--- src/rtl/pkt_rd_burst_dma_if.sv ---
// ---------------------------------------------------------------------------
// pkt_rd_burst_dma_if
//
// Bus bundle for the packet read DMA: the Avalon-MM burst read master and
// the capture FIFO write port.
//
//   Avalon read side (master drives, slave responds):
//     address       byte address of the burst
//     read          read request
//     burstcount    burst length in words
//     waitrequest   slave stall; command held while high
//     readdata      returned data word
//     readdatavalid one returned word per cycle when high
//
//   FIFO write side:
//     fifo_space    free entries reported by the FIFO (credit)
//     fifo_wr       write strobe
//     fifo_data     write data
//     fifo_last     final word of the packet
//     fifo_bytes    valid bytes in the word
//
// Modports: master = DMA engine, slave = memory/FIFO side.
// ---------------------------------------------------------------------------
interface pkt_rd_burst_dma_if #(
    parameter int DATA_W    = 32,
    parameter int ADDR_W    = 32,
    parameter int MAX_BURST = 16,
    parameter int SPACE_W   = 10
);
    localparam int BYTES = DATA_W / 8;
    localparam int BC_W  = $clog2(MAX_BURST) + 1;
    localparam int FB_W  = $clog2(BYTES) + 1;

    logic [ADDR_W-1:0]  address;
    logic               read;
    logic [BC_W-1:0]    burstcount;
    logic               waitrequest;
    logic [DATA_W-1:0]  readdata;
    logic               readdatavalid;

    logic [SPACE_W-1:0] fifo_space;
    logic               fifo_wr;
    logic [DATA_W-1:0]  fifo_data;
    logic               fifo_last;
    logic [FB_W-1:0]    fifo_bytes;

    modport master (
        output address, read, burstcount,
        input  waitrequest, readdata, readdatavalid,
        input  fifo_space,
        output fifo_wr, fifo_data, fifo_last, fifo_bytes
    );

    modport slave (
        input  address, read, burstcount,
        output waitrequest, readdata, readdatavalid,
        output fifo_space,
        input  fifo_wr, fifo_data, fifo_last, fifo_bytes
    );
endinterface

--- src/rtl/pkt_rd_burst_dma.sv ---
// ---------------------------------------------------------------------------
// pkt_rd_burst_dma
//
// Avalon-MM burst read engine that copies one packet, byte range
// [pkt_begin, pkt_end), from host memory into the capture FIFO.
//
// Ports:
//   clk, reset      clock; synchronous active-low reset
//   start           one-cycle request, only honoured in IDLE
//   pkt_begin/end   byte range, captured on start
//   busy            high from the cycle after start until done
//   done            one-cycle completion pulse
//   err             one-cycle pulse with done when the request was rejected
//   state_dbg       current FSM state
//   bus             pkt_rd_burst_dma_if.master (Avalon read + FIFO write)
//
// Handshakes:
//   Avalon command: a command is offered with read=1 and is accepted on the
//   cycle where read=1 and waitrequest=0. address/burstcount/read are held
//   unchanged while waitrequest=1. Read data has no backpressure: every
//   readdatavalid cycle carries one word. FIFO writes have no ready either;
//   overflow is prevented by only issuing a burst when fifo_space covers it
//   plus every word already requested but not yet returned.
// ---------------------------------------------------------------------------
module pkt_rd_burst_dma #(
    parameter int DATA_W    = 32,
    parameter int ADDR_W    = 32,
    parameter int MAX_BURST = 16,
    parameter int SPACE_W   = 10
) (
    input  logic              clk,
    input  logic              reset,
    input  logic              start,
    input  logic [ADDR_W-1:0] pkt_begin,
    input  logic [ADDR_W-1:0] pkt_end,
    output logic              busy,
    output logic              done,
    output logic              err,
    output logic [2:0]        state_dbg,
    pkt_rd_burst_dma_if.master bus
);
    localparam int BYTES = DATA_W / 8;
    localparam int LOG_B = $clog2(BYTES);
    localparam int BC_W  = $clog2(MAX_BURST) + 1;
    localparam int FB_W  = LOG_B + 1;
    // Word counters: up to 2^16-1 words per packet.
    localparam int CNT_W = 17;

    localparam logic [2:0] S_IDLE  = 3'd0;
    localparam logic [2:0] S_CHECK = 3'd1;
    localparam logic [2:0] S_ISSUE = 3'd2;
    localparam logic [2:0] S_DRAIN = 3'd3;
    localparam logic [2:0] S_DONE  = 3'd4;

    logic [2:0]        state;
    logic [ADDR_W-1:0] begin_q;
    logic [ADDR_W-1:0] end_q;
    logic              err_q;
    logic [CNT_W-1:0]  words_q;
    logic [CNT_W-1:0]  issued;
    logic [CNT_W-1:0]  received;
    logic [CNT_W-1:0]  inflight;
    logic [FB_W-1:0]   last_bytes_q;

    // ---------------- request validation ----------------
    logic [ADDR_W-1:0] total_c;
    logic [ADDR_W:0]   words_c;
    logic              bad_c;

    always_comb begin
        total_c = end_q - begin_q;
        words_c = ({1'b0, total_c} + (ADDR_W+1)'(BYTES - 1)) >> LOG_B;
        bad_c   = (begin_q[LOG_B-1:0] != '0) ||
                  (end_q < begin_q) ||
                  (words_c > (ADDR_W+1)'(65535));
    end

    // ---------------- next burst candidate ----------------
    // Evaluated on the state as it will be after the current command (if any)
    // is accepted, so a following burst can go out back-to-back.
    logic              acc;
    logic              slot_free;
    logic [31:0]       acc_blen;
    logic [31:0]       issued_n;
    logic [31:0]       inflight_a;
    logic [31:0]       left_n;
    logic [ADDR_W-1:0] addr_n;
    logic [31:0]       bound_n;
    logic [31:0]       space_w;
    logic [31:0]       blen_n;
    logic              qualify;

    always_comb begin
        acc        = bus.read && !bus.waitrequest;
        slot_free  = !bus.read || acc;
        acc_blen   = acc ? 32'(bus.burstcount) : 32'd0;
        issued_n   = 32'(issued) + acc_blen;
        inflight_a = 32'(inflight) + acc_blen;
        left_n     = 32'(words_q) - issued_n;
        addr_n     = begin_q + ADDR_W'(issued_n << LOG_B);
        // Words remaining before the next MAX_BURST*BYTES address boundary.
        bound_n    = 32'(MAX_BURST) - (32'(addr_n >> LOG_B) & 32'(MAX_BURST - 1));
        space_w    = 32'(bus.fifo_space);
        // A burst longer than the FIFO could ever absorb would never
        // qualify, so the length is also clipped to fifo_space.
        blen_n     = 32'(MAX_BURST);
        if (left_n < blen_n)  blen_n = left_n;
        if (bound_n < blen_n) blen_n = bound_n;
        if (space_w < blen_n) blen_n = space_w;
        qualify    = (state == S_ISSUE) && (blen_n != 32'd0) &&
                     (space_w >= blen_n + inflight_a);
    end

    // ---------------- data path helpers ----------------
    logic beat;
    logic is_last_c;

    always_comb begin
        beat      = bus.readdatavalid && (state != S_IDLE);
        is_last_c = (received == words_q - CNT_W'(1));
    end

    // ---------------- sequential ----------------
    always_ff @(posedge clk) begin
        if (!reset) begin
            state           <= S_IDLE;
            begin_q         <= '0;
            end_q           <= '0;
            err_q           <= 1'b0;
            words_q         <= '0;
            issued          <= '0;
            received        <= '0;
            inflight        <= '0;
            last_bytes_q    <= FB_W'(BYTES);
            bus.read        <= 1'b0;
            bus.address     <= '0;
            bus.burstcount  <= '0;
            bus.fifo_wr     <= 1'b0;
            bus.fifo_data   <= '0;
            bus.fifo_last   <= 1'b0;
            bus.fifo_bytes  <= FB_W'(BYTES);
        end else begin
            // Each accepted beat becomes a FIFO write one cycle later.
            bus.fifo_wr    <= beat;
            bus.fifo_last  <= beat && is_last_c;
            bus.fifo_bytes <= (beat && is_last_c) ? last_bytes_q : FB_W'(BYTES);
            if (beat) begin
                bus.fifo_data <= bus.readdata;
                received      <= received + CNT_W'(1);
            end
            inflight <= CNT_W'(inflight_a - (beat ? 32'd1 : 32'd0));
            issued   <= CNT_W'(issued_n);

            case (state)
                S_IDLE: begin
                    if (start) begin
                        begin_q  <= pkt_begin;
                        end_q    <= pkt_end;
                        err_q    <= 1'b0;
                        issued   <= '0;
                        received <= '0;
                        inflight <= '0;
                        state    <= S_CHECK;
                    end
                end
                S_CHECK: begin
                    if (bad_c) begin
                        err_q <= 1'b1;
                        state <= S_DONE;
                    end else if (total_c == '0) begin
                        state <= S_DONE;
                    end else begin
                        words_q      <= CNT_W'(words_c);
                        last_bytes_q <= (total_c[LOG_B-1:0] == '0) ?
                                        FB_W'(BYTES) : {1'b0, total_c[LOG_B-1:0]};
                        state        <= S_ISSUE;
                    end
                end
                S_ISSUE: begin
                    // While stalled by waitrequest the command registers hold.
                    if (slot_free) begin
                        if (qualify) begin
                            bus.read       <= 1'b1;
                            bus.address    <= addr_n;
                            bus.burstcount <= BC_W'(blen_n);
                        end else begin
                            bus.read <= 1'b0;
                            if (left_n == 32'd0) state <= S_DRAIN;
                        end
                    end
                end
                S_DRAIN: begin
                    if (inflight == '0 && received == words_q) state <= S_DONE;
                end
                S_DONE: begin
                    state <= S_IDLE;
                end
                default: begin
                    state <= S_IDLE;
                end
            endcase
        end
    end

    always_comb begin
        state_dbg = state;
        done      = (state == S_DONE);
        err       = (state == S_DONE) && err_q;
        busy      = (state != S_IDLE) && (state != S_DONE);
    end
endmodule

--- src/flat_wrapper.sv ---
// flat-port wrapper written by rule: the top's interface ports become plain ports
module pkt_rd_burst_dma_flat 
#(
    parameter int DATA_W    = 32,
    parameter int ADDR_W    = 32,
    parameter int MAX_BURST = 16,
    parameter int SPACE_W   = 10
)
  (clk, reset, start, pkt_begin, pkt_end, busy, done, err, state_dbg, bus_address, bus_read, bus_burstcount, bus_waitrequest, bus_readdata, bus_readdatavalid, bus_fifo_space, bus_fifo_wr, bus_fifo_data, bus_fifo_last, bus_fifo_bytes);
  pkt_rd_burst_dma_if #(.DATA_W(DATA_W), .ADDR_W(ADDR_W), .MAX_BURST(MAX_BURST), .SPACE_W(SPACE_W)) bus_i ();
  input  logic clk;
  input  logic reset;
  input  logic start;
  input  logic [ADDR_W-1:0] pkt_begin;
  input  logic [ADDR_W-1:0] pkt_end;
  output logic busy;
  output logic done;
  output logic err;
  output logic [2:0] state_dbg;
  output wire logic [$bits(bus_i.address)-1:0] bus_address;
  output wire logic [$bits(bus_i.read)-1:0] bus_read;
  output wire logic [$bits(bus_i.burstcount)-1:0] bus_burstcount;
  input wire logic [$bits(bus_i.waitrequest)-1:0] bus_waitrequest;
  input wire logic [$bits(bus_i.readdata)-1:0] bus_readdata;
  input wire logic [$bits(bus_i.readdatavalid)-1:0] bus_readdatavalid;
  input wire logic [$bits(bus_i.fifo_space)-1:0] bus_fifo_space;
  output wire logic [$bits(bus_i.fifo_wr)-1:0] bus_fifo_wr;
  output wire logic [$bits(bus_i.fifo_data)-1:0] bus_fifo_data;
  output wire logic [$bits(bus_i.fifo_last)-1:0] bus_fifo_last;
  output wire logic [$bits(bus_i.fifo_bytes)-1:0] bus_fifo_bytes;
  assign bus_address = bus_i.address;
  assign bus_read = bus_i.read;
  assign bus_burstcount = bus_i.burstcount;
  assign bus_i.waitrequest = bus_waitrequest;
  assign bus_i.readdata = bus_readdata;
  assign bus_i.readdatavalid = bus_readdatavalid;
  assign bus_i.fifo_space = bus_fifo_space;
  assign bus_fifo_wr = bus_i.fifo_wr;
  assign bus_fifo_data = bus_i.fifo_data;
  assign bus_fifo_last = bus_i.fifo_last;
  assign bus_fifo_bytes = bus_i.fifo_bytes;
  pkt_rd_burst_dma #(.DATA_W(DATA_W), .ADDR_W(ADDR_W), .MAX_BURST(MAX_BURST), .SPACE_W(SPACE_W)) u_core (.clk(clk), .reset(reset), .start(start), .pkt_begin(pkt_begin), .pkt_end(pkt_end), .busy(busy), .done(done), .err(err), .state_dbg(state_dbg), .bus(bus_i));
endmodule
--- config.mk ---
export PLATFORM = sky130hd
export DESIGN_NAME = pkt_rd_burst_dma_flat
export DESIGN_NICKNAME = d
export VERILOG_FILES = /design/src/rtl/pkt_rd_burst_dma_if.sv /design/src/rtl/pkt_rd_burst_dma.sv /design/src/flat_wrapper.sv
export SDC_FILE = /design/constraint.sdc
export NUM_CORES = 1
export LEC_CHECK = 0
export CAP_MARGIN = 20
export CORE_AREA = 2 2 208 210
export DETAILED_ROUTE_END_ITERATION = 12
export DIE_AREA = 0 0 210 212
export PLACE_DENSITY = 0.62
export SLEW_MARGIN = 20
export SYNTH_ARGS = -nofsm -noshare
export SYNTH_HDL_FRONTEND = slang
export SYNTH_SLANG_ARGS = --single-unit
--- constraint.sdc ---
create_clock -name clk -period 18.6 [get_ports clk]
set_input_delay 3.72 -clock clk [delete_from_list [all_inputs] [get_ports clk]]
set_output_delay 3.72 -clock clk [all_outputs]
set_load 0.02 [all_outputs]
# Word level (Yosys, flattened, before mapping)
# Index checks and enable logic that the tools add are counted.
[totals] out_inout_bits=81 elab_cells=102 ff_bits=214 input_bits=111
[classes] bitwise_logic=2 reduce_logical=29 n_lt_le_gt_ge=6 muxes=25 eq_ne=13 addsub=11
[op_table] op="$mux W17" n=7
[op_table] op="$mux W32" n=3
[op_table] op="$add A32 B32 Y32" n=2
[op_table] op="$logic_not A32 Y1" n=2
[op_table] op="$lt A32 B32 Y1" n=2
[op_table] op="$eq A17 B17 Y1" n=2
[op_table] op="$add A32 B2 Y33 const B" n=1
[op_table] op="$add A17 B32 Y32" n=1
[op_table] op="$ge A10 B32 Y1" n=1
[op_table] op="$lt A10 B32 Y1" n=1
[op_table] op="$lt A32 B5 Y1 const B" n=1
[op_table] op="$reduce_bool A32 Y1" n=1
[op_table] op="$sub A17 B32 Y32" n=1
[op_table] op="$sub A32 B32 Y32" n=1
[op_table] op="$gt A31 B16 Y1 const B" n=1
[op_table] op="$mux W3" n=8
[op_table] op="$add A17 B5 Y18" n=1
[op_table] op="$add A17 B1 Y17 const B" n=1
[op_table] op="$logic_not A17 Y1" n=1
[op_table] op="$sub A17 B1 Y17 const B" n=1
[op_table] op="$sub A17 B17 Y17" n=1
[op_table] op="$pmux W3 S4" n=1
[op_table] op="$reduce_and A3 Y1" n=3
[op_table] op="$logic_and A1 B1 Y1" n=8
[op_table] op="other kinds (19)" n=34

# Logic depth before layout (Yosys ltp)
# Gate-level depths: netlist of the first run.
[depth] word_depth=17 depth_mapped=63

# Least setup slack after synthesis of the first run
# OpenSTA, ideal clock, no wires.
[synth_path] path_kind="in2reg" from="input port bus_waitrequest" to="register u_core.bus.address[7]" path_slack_ns=3.564 arrival_ns=14.965 required_ns=18.530 path_buffers=2 cell_stages=55 cell_sequence="and2b_1 buf_2 and2_1 ha_1 nor2_1 o31ai_1 a21oi_1 nor3_1 a21o_1 and2_0 nand2_1 xor2_1 ha_1 or4_1 o21ai_0 or4b_1 o2111ai_2 o21ai_2 [19 not listed] ha_1 nor2b_1 o21a_1 o21ai_1 nand2b_1 a21oi_1 xor2_1 ha_1 a211oi_1 o21ai_0 o211ai_1 a21oi_1 nor2_1 or4_1 a2111oi_0 nand2_1 or4_1 a21oi_1"
[synth_via] elab_chain_cells=15 word_cells_on_any_way=21 classes_between="add/sub: 6; order compare: 4; mux: 4; reduce/logical: 7"
[synth_rtl] element="start: declaration" line="flat_wrapper.sv:23" rtl="input wire logic [$bits(bus_i.waitrequest)-1:0] bus_waitrequest;"
[synth_rtl] element="$logic_not A1 Y1 (*)" line="pkt_rd_burst_dma.sv:94" rtl="acc = bus.read && !bus.waitrequest;"
[synth_rtl] element="$logic_and A1 B1 Y1 (*)" line="pkt_rd_burst_dma.sv:94"
[synth_rtl] element="$mux W5 (*)" line="pkt_rd_burst_dma.sv:96" rtl="acc_blen = acc ? 32'(bus.burstcount) : 32'd0;"
[synth_rtl] element="$add A17 B32 Y32 (*)" line="pkt_rd_burst_dma.sv:97" rtl="issued_n = 32'(issued) + acc_blen;"
[synth_rtl] element="$sub A17 B32 Y32" line="pkt_rd_burst_dma.sv:99" rtl="left_n = 32'(words_q) - issued_n;"
[synth_rtl] element="$lt A32 B5 Y1" line="pkt_rd_burst_dma.sv:107" rtl="if (left_n < blen_n) blen_n = left_n;"
[synth_rtl] element="$mux W32" line="pkt_rd_burst_dma.sv:107"
[synth_rtl] element="$lt A32 B32 Y1" line="pkt_rd_burst_dma.sv:108" rtl="if (bound_n < blen_n) blen_n = bound_n;"
[synth_rtl] element="$mux W32 (*)" line="pkt_rd_burst_dma.sv:108"
[synth_rtl] element="$lt A10 B32 Y1" line="pkt_rd_burst_dma.sv:109" rtl="if (space_w < blen_n) blen_n = space_w;"
[synth_rtl] element="$mux W32 (*)" line="pkt_rd_burst_dma.sv:109"
[synth_rtl] element="net u_core.blen_n[2]" line="pkt_rd_burst_dma.sv:90" rtl="logic [31:0] blen_n;"
[synth_rtl] element="$add A32 B32 Y32 or $reduce_bool A32 Y1 (tied branches)" line="pkt_rd_burst_dma.sv:111, pkt_rd_burst_dma.sv:110"
[synth_rtl] element="$ge A10 B32 Y1 or $logic_and A1 B1 Y1 (tied branches)" line="pkt_rd_burst_dma.sv:111, pkt_rd_burst_dma.sv:110"
[synth_rtl] element="$logic_and A1 B1 Y1 (*)" line="pkt_rd_burst_dma.sv:110" rtl="qualify = (state == S_ISSUE) && (blen_n != 32'd0) &&"
[synth_rtl] element="$reduce_and A3 Y1 (no line) (*)"
[synth_rtl] element="end signal: assignment" line="pkt_rd_burst_dma.sv:184" rtl="bus.address <= addr_n;"
[synth_rtl] element="end: declaration" line="pkt_rd_burst_dma_if.sv:48" rtl="output address, read, burstcount,"
# Mark *: on every way through the listed nets, which the timed path passes. The rest lies on a longest branch.
# A chain may end at the register's enable or synchronous reset.

# Final worst setup path of the first run
[layout_path] from="input port bus_waitrequest" to="register u_core.bus.address[21]"
# The elaborated chain is that of the path after synthesis.

==> out/metrics.cfg, run 1 <==
[status]
status = completed

[clock_network]
postCtsSetupBuffers = 0
cts_buffers = 26
path_clk_slew_ns = 0.06
htreeDepth = 1
root_buffer = clkbuf_16
cts_tree = done
worst_skew_pair.late_latency_ns = 0.55
cts_max_path_buffers = 3
cts_resized = 0
cts_num_sinks = 214
cts.hold.buffers_added = 0

[grt]
grt.overflow.total = 0
grt_pass1_vias = 13855
grt_pass1_wl_mm = 74.15
antenna_found_initial = 2
grt_max_degree = 80
grt_usage_pct = 20.79

[finish]
fillCellCount = 4274
n_antenna_cell = 0
post-route-util_pct = 43.02
synthToLayoutAreaGrowth_pct = 21.80
final_nets = 2359
final_common_cell = nand2_1
drive_above_1_share_pct = 4.565
final_cell_mix = nand2_1, a21oi_1, dfxtp_1

[worst_hold_path]
hold_class = register to register
holdCritStartpoint = u_core.last_bytes_q[0]

[placed_design]
gp_congestion = 0.9324
io_buffers = 191
hpwl_mm = 36.61

[floorplanning]
core_um2 = 42510
start_util_pct = 35.32
io_pins = 192
die-height_um = 212
die_width_um = 210
dieArea_um2 = 44520
rows = 76

[critical_path]
slowest_stage = o31ai_2
crit_required_ns = 18.97
path_class = input pin to register
worstPathMaxFanout = 26
crit_start = bus_waitrequest
cp.arrival_ns = 17.53
crit_top_cell = ha_1
cp_top_family = simple AND/OR/NAND/NOR gates
startpoint_type = input pin
endpoint_kind = register
critPathBufInv = 4
max_stage_delay_ns = 0.80
r2r-start = u_core.bus.read

[timing]
worst_pin_slew_ns = 0.9628
fmax_ghz = 0.05829
maxSlewHeadroom_pct = 35.43
final-setup-viol-count = 0
skew_ns = 0.02165
fin_crit_sh_pct = 92.24
fin_crit_ns = 17.16
fin_setup_tns_ns = 0
rsz0062_at_grt = no
drv_slew = 0
finalHoldViolCount = 0
holdWs_ns = 0.4512

[synthesis]
synth-simple-area-share_pct = 23.15
synth_top_family_by_area = simple AND/OR/NAND/NOR gates
synth-main-ff-cell = dfxtp_1
yosys.area_share.xor_xnor_pct = 9.393
synth_edf_count = 0
syn-cell-area_um2 = 15010
synthArstFlopShare_pct = 0
synthAdderAreaFrac_pct = 10.39
yosysWarnings = 0
synthDistinctLibCells = 96
synth-seq-cells = 214
syn_inst = 1965
avgSynthCellArea_um2 = 7.640
muxShareOfSynthArea_pct = 1.925
seq_area_frac_synth_pct = 28.54
synth_compound_area_share_pct = 21.79

[routing]
drc_errors = 0
wl_per_cell_um = 17.57
via_per_inst = 5.405
vias = 14556
drtAntennaViolNets = 0
wl_mm = 47.32
drt_iter0_drc = 954
dr.pass1.iters = 7

[power]
vdd_ir_drop_max_mv = 0.05977
power.share.clock_pct = 34.4
switching_share_pct = 33.95
power_density_nw_per_um2 = 81.98
p_leak_nw = 7.291
p_total_mw = 1.499
internal_power_mw = 0.9901
seqPwrFrac_pct = 34.0
p_switching_mw = 0.5089
comb_power_share_pct = 31.6

[flow_run]
maxCapViolations = 0

==> power groups by stage <==
stage | clock network [mW] | logic (mW) | registers, mW
after floorplan | 0 | 0.332 | 0.517
after global placement | 0 | 0.465 | 0.518
after detailed placement | 0 | 0.469 | 0.519
after CTS | 0.529 | 0.472 | 0.509
after global routing | 0.546 | 0.528 | 0.512
final | 0.516 | 0.473 | 0.510
==> flip-flops by register name, summed over array words and instances, names as in the netlist <==
signal	count
u_core.begin_q	32
u_core.bus.address	32
u_core.bus.fifo_data	32
u_core.end_q	32
u_core.inflight	17
u_core.issued	17
u_core.received	17
u_core.words_q	17
u_core.bus.burstcount	5
u_core.bus.fifo_bytes	3
u_core.last_bytes_q	3
u_core.state_dbg	3
u_core.bus.fifo_last	1
u_core.bus.fifo_wr	1
u_core.bus.read	1
u_core.err_q	1
==> synth_stat cells (4+ instances only) <==
cell	count	share of area, %
nand2b_1	17	0.71
dfxtp_1	214	29
a22oi_1	6	0.30
o211a_1	4	0.27
nand2_1	291	7.3
o21a_1	23	1.2
a21oi_1	221	7.4
nor2_1	143	3.6
o21bai_1	5	0.25
buf_2	15	0.50
or2_2	15	0.63
ha_1	115	9.6
o22ai_1	7	0.29
clkbuf_1	57	1.4
a2111oi_0	7	0.41
nand4_1	23	0.96
or3_1	24	1.0
xor2_1	67	3.9
and2_1	24	1.0
maj3_1	4	0.27
and4_1	5	0.29
nor2b_1	16	0.67
or4_1	10	0.50
mux2i_1	23	1.5
xnor2_1	94	5.5
a211o_1	5	0.29
and3_1	28	1.2
o31ai_1	6	0.30
inv_1	107	2.7
o211ai_1	12	0.60
mux2_2	4	0.30
a211oi_1	29	1.5
nor4_1	21	0.88
nor3_1	34	1.1
a31oi_1	10	0.42
fa_1	4	0.53
a21o_1	32	1.6
nand3_1	55	1.8
o21ai_0	93	3.1
==> cell families after synthesis <==
kind of cell / count (synthesis)
flip-flops: 214
XOR/XNOR: 161
buffers and inverters: 184
adder cells (fa/ha/maj): 123
multiplexers: 28
AO/OA/AOI/OAI: 521
AND/OR/NAND/NOR: 732
other: 2
==> per-stage QoR <==
step                      worst slack (ns)  std cells  instance area (um2)
after floorplan                      3.564       1976                15050
after global placement               1.281       2647                17420
after detailed placement             1.118       2647                17420
after CTS                            1.561       2693                18280
after global routing                0.1568       2693                18290
final                                1.444       2693                18290
==> worst register-to-register path, delay by kind of cell (launching register included) <==
kind | cells | cell delay (ns)
fa+ha+maj | 6 | 1.54
flops | 1 | 0.43
compound gates | 21 | 4.94
mux | 2 | 0.79
buf+inv | 3 | 0.51
simple gates | 20 | 5.14
xor+xnor | 2 | 0.36
==> area by class of cell <==
class | instances | area [um2] | share of cell area [%]
Multi-Input combinational cell | 1578 | 10060 | 55.01
Clock inverter | 10 | 105.1 | 0.5748
Sequential cell | 214 | 4284 | 23.43
Inverter | 108 | 407.9 | 2.231
Tap cell | 546 | 683.2 | 3.736
Clock buffer | 36 | 759.5 | 4.154
Timing Repair Buffer | 201 | 1987 | 10.87
==> path summary, 6_finish.rpt <==
check                             end  slack [ns]  cells past startpoint
min          u_core.bus.fifo_bytes[0]        0.45                      2
max reg2reg    u_core.bus.address[21]        4.73                     54
max            u_core.bus.address[21]        1.44                     55
min reg2reg  u_core.bus.fifo_bytes[0]        0.45                      2
==> routing by layer <==
metal | share of wire [%] | vias up | GRT usage, %
li1 | - | 7245 | -
met1 | 44 | 6801 | 26.22
met2 | 46 | 407 | 35.07
met3 | 6.3 | 99 | 4.047
met4 | 3.9 | 4 | 8.070
met5 | 0.053 | - | 0
No activity file was read; power rests on OpenSTA's default activity.
==> inputs of run 2 (changes only) <==
--- a/config.mk
+++ b/config.mk
@@ -9,7 +9,6 @@
 export CORE_AREA = 2 2 208 210
 export DETAILED_ROUTE_END_ITERATION = 12
 export DIE_AREA = 0 0 210 212
-export PLACE_DENSITY = 0.62
 export SLEW_MARGIN = 20
 export SYNTH_ARGS = -nofsm -noshare
 export SYNTH_HDL_FRONTEND = slang
==> run 2 against run 1 <==
  * Clock skew is 0.00052 ns lower
  * Cell count rose by 0.11%
  * Critical path depth unchanged
  * Sequential power barely moved
  * Non-clock buffer count is 2 higher
  * Core utilization is essentially flat
  * Sequential cell count unchanged
  * Via count decreased by 1.1%
  * Total power fell by 0.81%
==> out/metrics.cfg, run 2 (synthesis gave the netlist of run 1 again) <==
[status]
status = completed

[finish]
synthToLayoutAreaGrowth_pct = 21.88
final_common_cell = nand2_1
fillCellCount = 4304
final_cell_mix = nand2_1, a21oi_1, dfxtp_1
final_area_um2 = 18300
final_cells = 2696
drive_above_1_share_pct = 4.558
final_nets = 2362
n_antenna_cell = 0

[grt]
grt_usage_pct = 20.93
grt_pass1_vias = 13700
antenna_found_initial = 1
use_met1_pct = 27.12
met3_usage_pct = 3.722
grt_max_degree = 85
use_met2_pct = 35.78
grt.overflow.total = 0
grt_busiest_layer = met2
grt_pass1_wl_mm = 74.89

[clock_network]
cts_num_sinks = 214
cts_buffers = 27
cts_tree = done
root_buffer = clkbuf_16
path_clk_slew_ns = 0.06
cts_max_path_buffers = 3
cts.hold.buffers_added = 0
worst_skew_pair.late_latency_ns = 0.57
htreeDepth = 1

[critical_path]
slowest_stage = nor2_2
crit_required_ns = 19.01
max_stage_delay_ns = 0.69
endpoint_kind = register
startpoint_type = input pin
crit_top_cell = ha_1
cp.arrival_ns = 17.71
path_class = input pin to register
worstPathMaxFanout = 26

[timing]
maxSlewHeadroom_pct = 35.88
worst_pin_slew_ns = 0.9617
rsz0062_at_grt = no
fin_crit_sh_pct = 92.99
fin_crit_ns = 17.30
final.setup.worst_slack_ns = 1.304
skew_ns = 0.02114
final-setup-viol-count = 0
finalHoldViolCount = 0
drv_slew = 0
fin_setup_tns_ns = 0
fmax_ghz = 0.05782

[routing]
vias = 14389
drc_errors = 0
drt_iter0_drc = 958
wl_mm = 47.39
via_per_inst = 5.337
dr.pass1.iters = 4
wl_per_cell_um = 17.58
drtAntennaViolNets = 0

[power]
vdd_ir_drop_max_mv = 0.06035
power_density_nw_per_um2 = 81.26
p_leak_nw = 7.286

[floorplanning]
die-height_um = 212
rows = 76
io_pins = 192
core_um2 = 42510
die_width_um = 210
start_util_pct = 35.32
dieArea_um2 = 44520

[worst_hold_path]
hold_class = register to register

[placed_design]
dp_slack_ns = 0.6219
dp.cells = 2649
gp_congestion = 0.9682
place_area_um2 = 17430
io_buffers = 191
hpwl_mm = 36.87

[flow_run]
maxCapViolations = 0

## run 2: layout make-up
class                      count  area, um2  area share, %
clock buffer                  37      753.2          4.117
clock inverter                10      100.1         0.5471
inverter                     108      407.9          2.229
multi-input combinational   1578      10070          55.02
sequential                   214       4284          23.42
tap                          546      683.2          3.734
timing repair buffer         203       2002          10.94
## run 2: repair_timing
item	in CTS	in global routing
endpoints found under the setup margin	0	15
buffers inserted	0	0
resized for setup	0	1
## run 2: path summary, 6_finish.rpt
kind	start	to	slack (ns)	cells past startpoint
worst max-delay path	bus_waitrequest	u_core.bus.address[21]	1.30	55
worst min register to register	u_core.last_bytes_q[0]	u_core.bus.fifo_bytes[0]	0.44	2
worst max register to register	u_core.bus.read	u_core.bus.address[21]	4.60	54
worst min-delay path	u_core.last_bytes_q[0]	u_core.bus.fifo_bytes[0]	0.44	2
## run 2: where the power goes
| part | internal [mW] | switching, mW | leakage, nW |
|---|---|---|---|
| Clock | 0.297 | 0.212 | 0.409 |
| Sequential | 0.484 | 0.0239 | 1.74 |
| Combinational | 0.196 | 0.275 | 5.14 |
## run 2: worst max-delay path: cells and delay by family
kind                     cells  cell delay (ns)
AO/OA/AOI/OAI               22             4.95
XOR/XNOR                     2             0.37
adder cells (fa/ha/maj)      6             1.61
buffers and inverters        4             1.03
multiplexers                 2             0.78
AND/OR/NAND/NOR             19             5.20
## run 2: through the flow
step           util (%)  hold slack, ns  total power [mW]
4_1_cts           43.02          0.4431             1.503
6_report          43.04          0.4446             1.487
3_5_place_dp      41.01          0.4343            0.9858
5_1_grt           43.04          0.4584             1.579
3_3_place_gp      41.01          0.4357            0.9820
2_1_floorplan         -          0.4150            0.8481
## run 2: layer usage
layer / vias up / part of all wire (%) / routed length [um]
met3: 71 / 5.1 / 2406
met1: 6706 / 45 / 21430
li1: 7266 / - / -
met5: - / 0.025 / 12
met2: 344 / 47 / 22290
met4: 2 / 2.6 / 1252
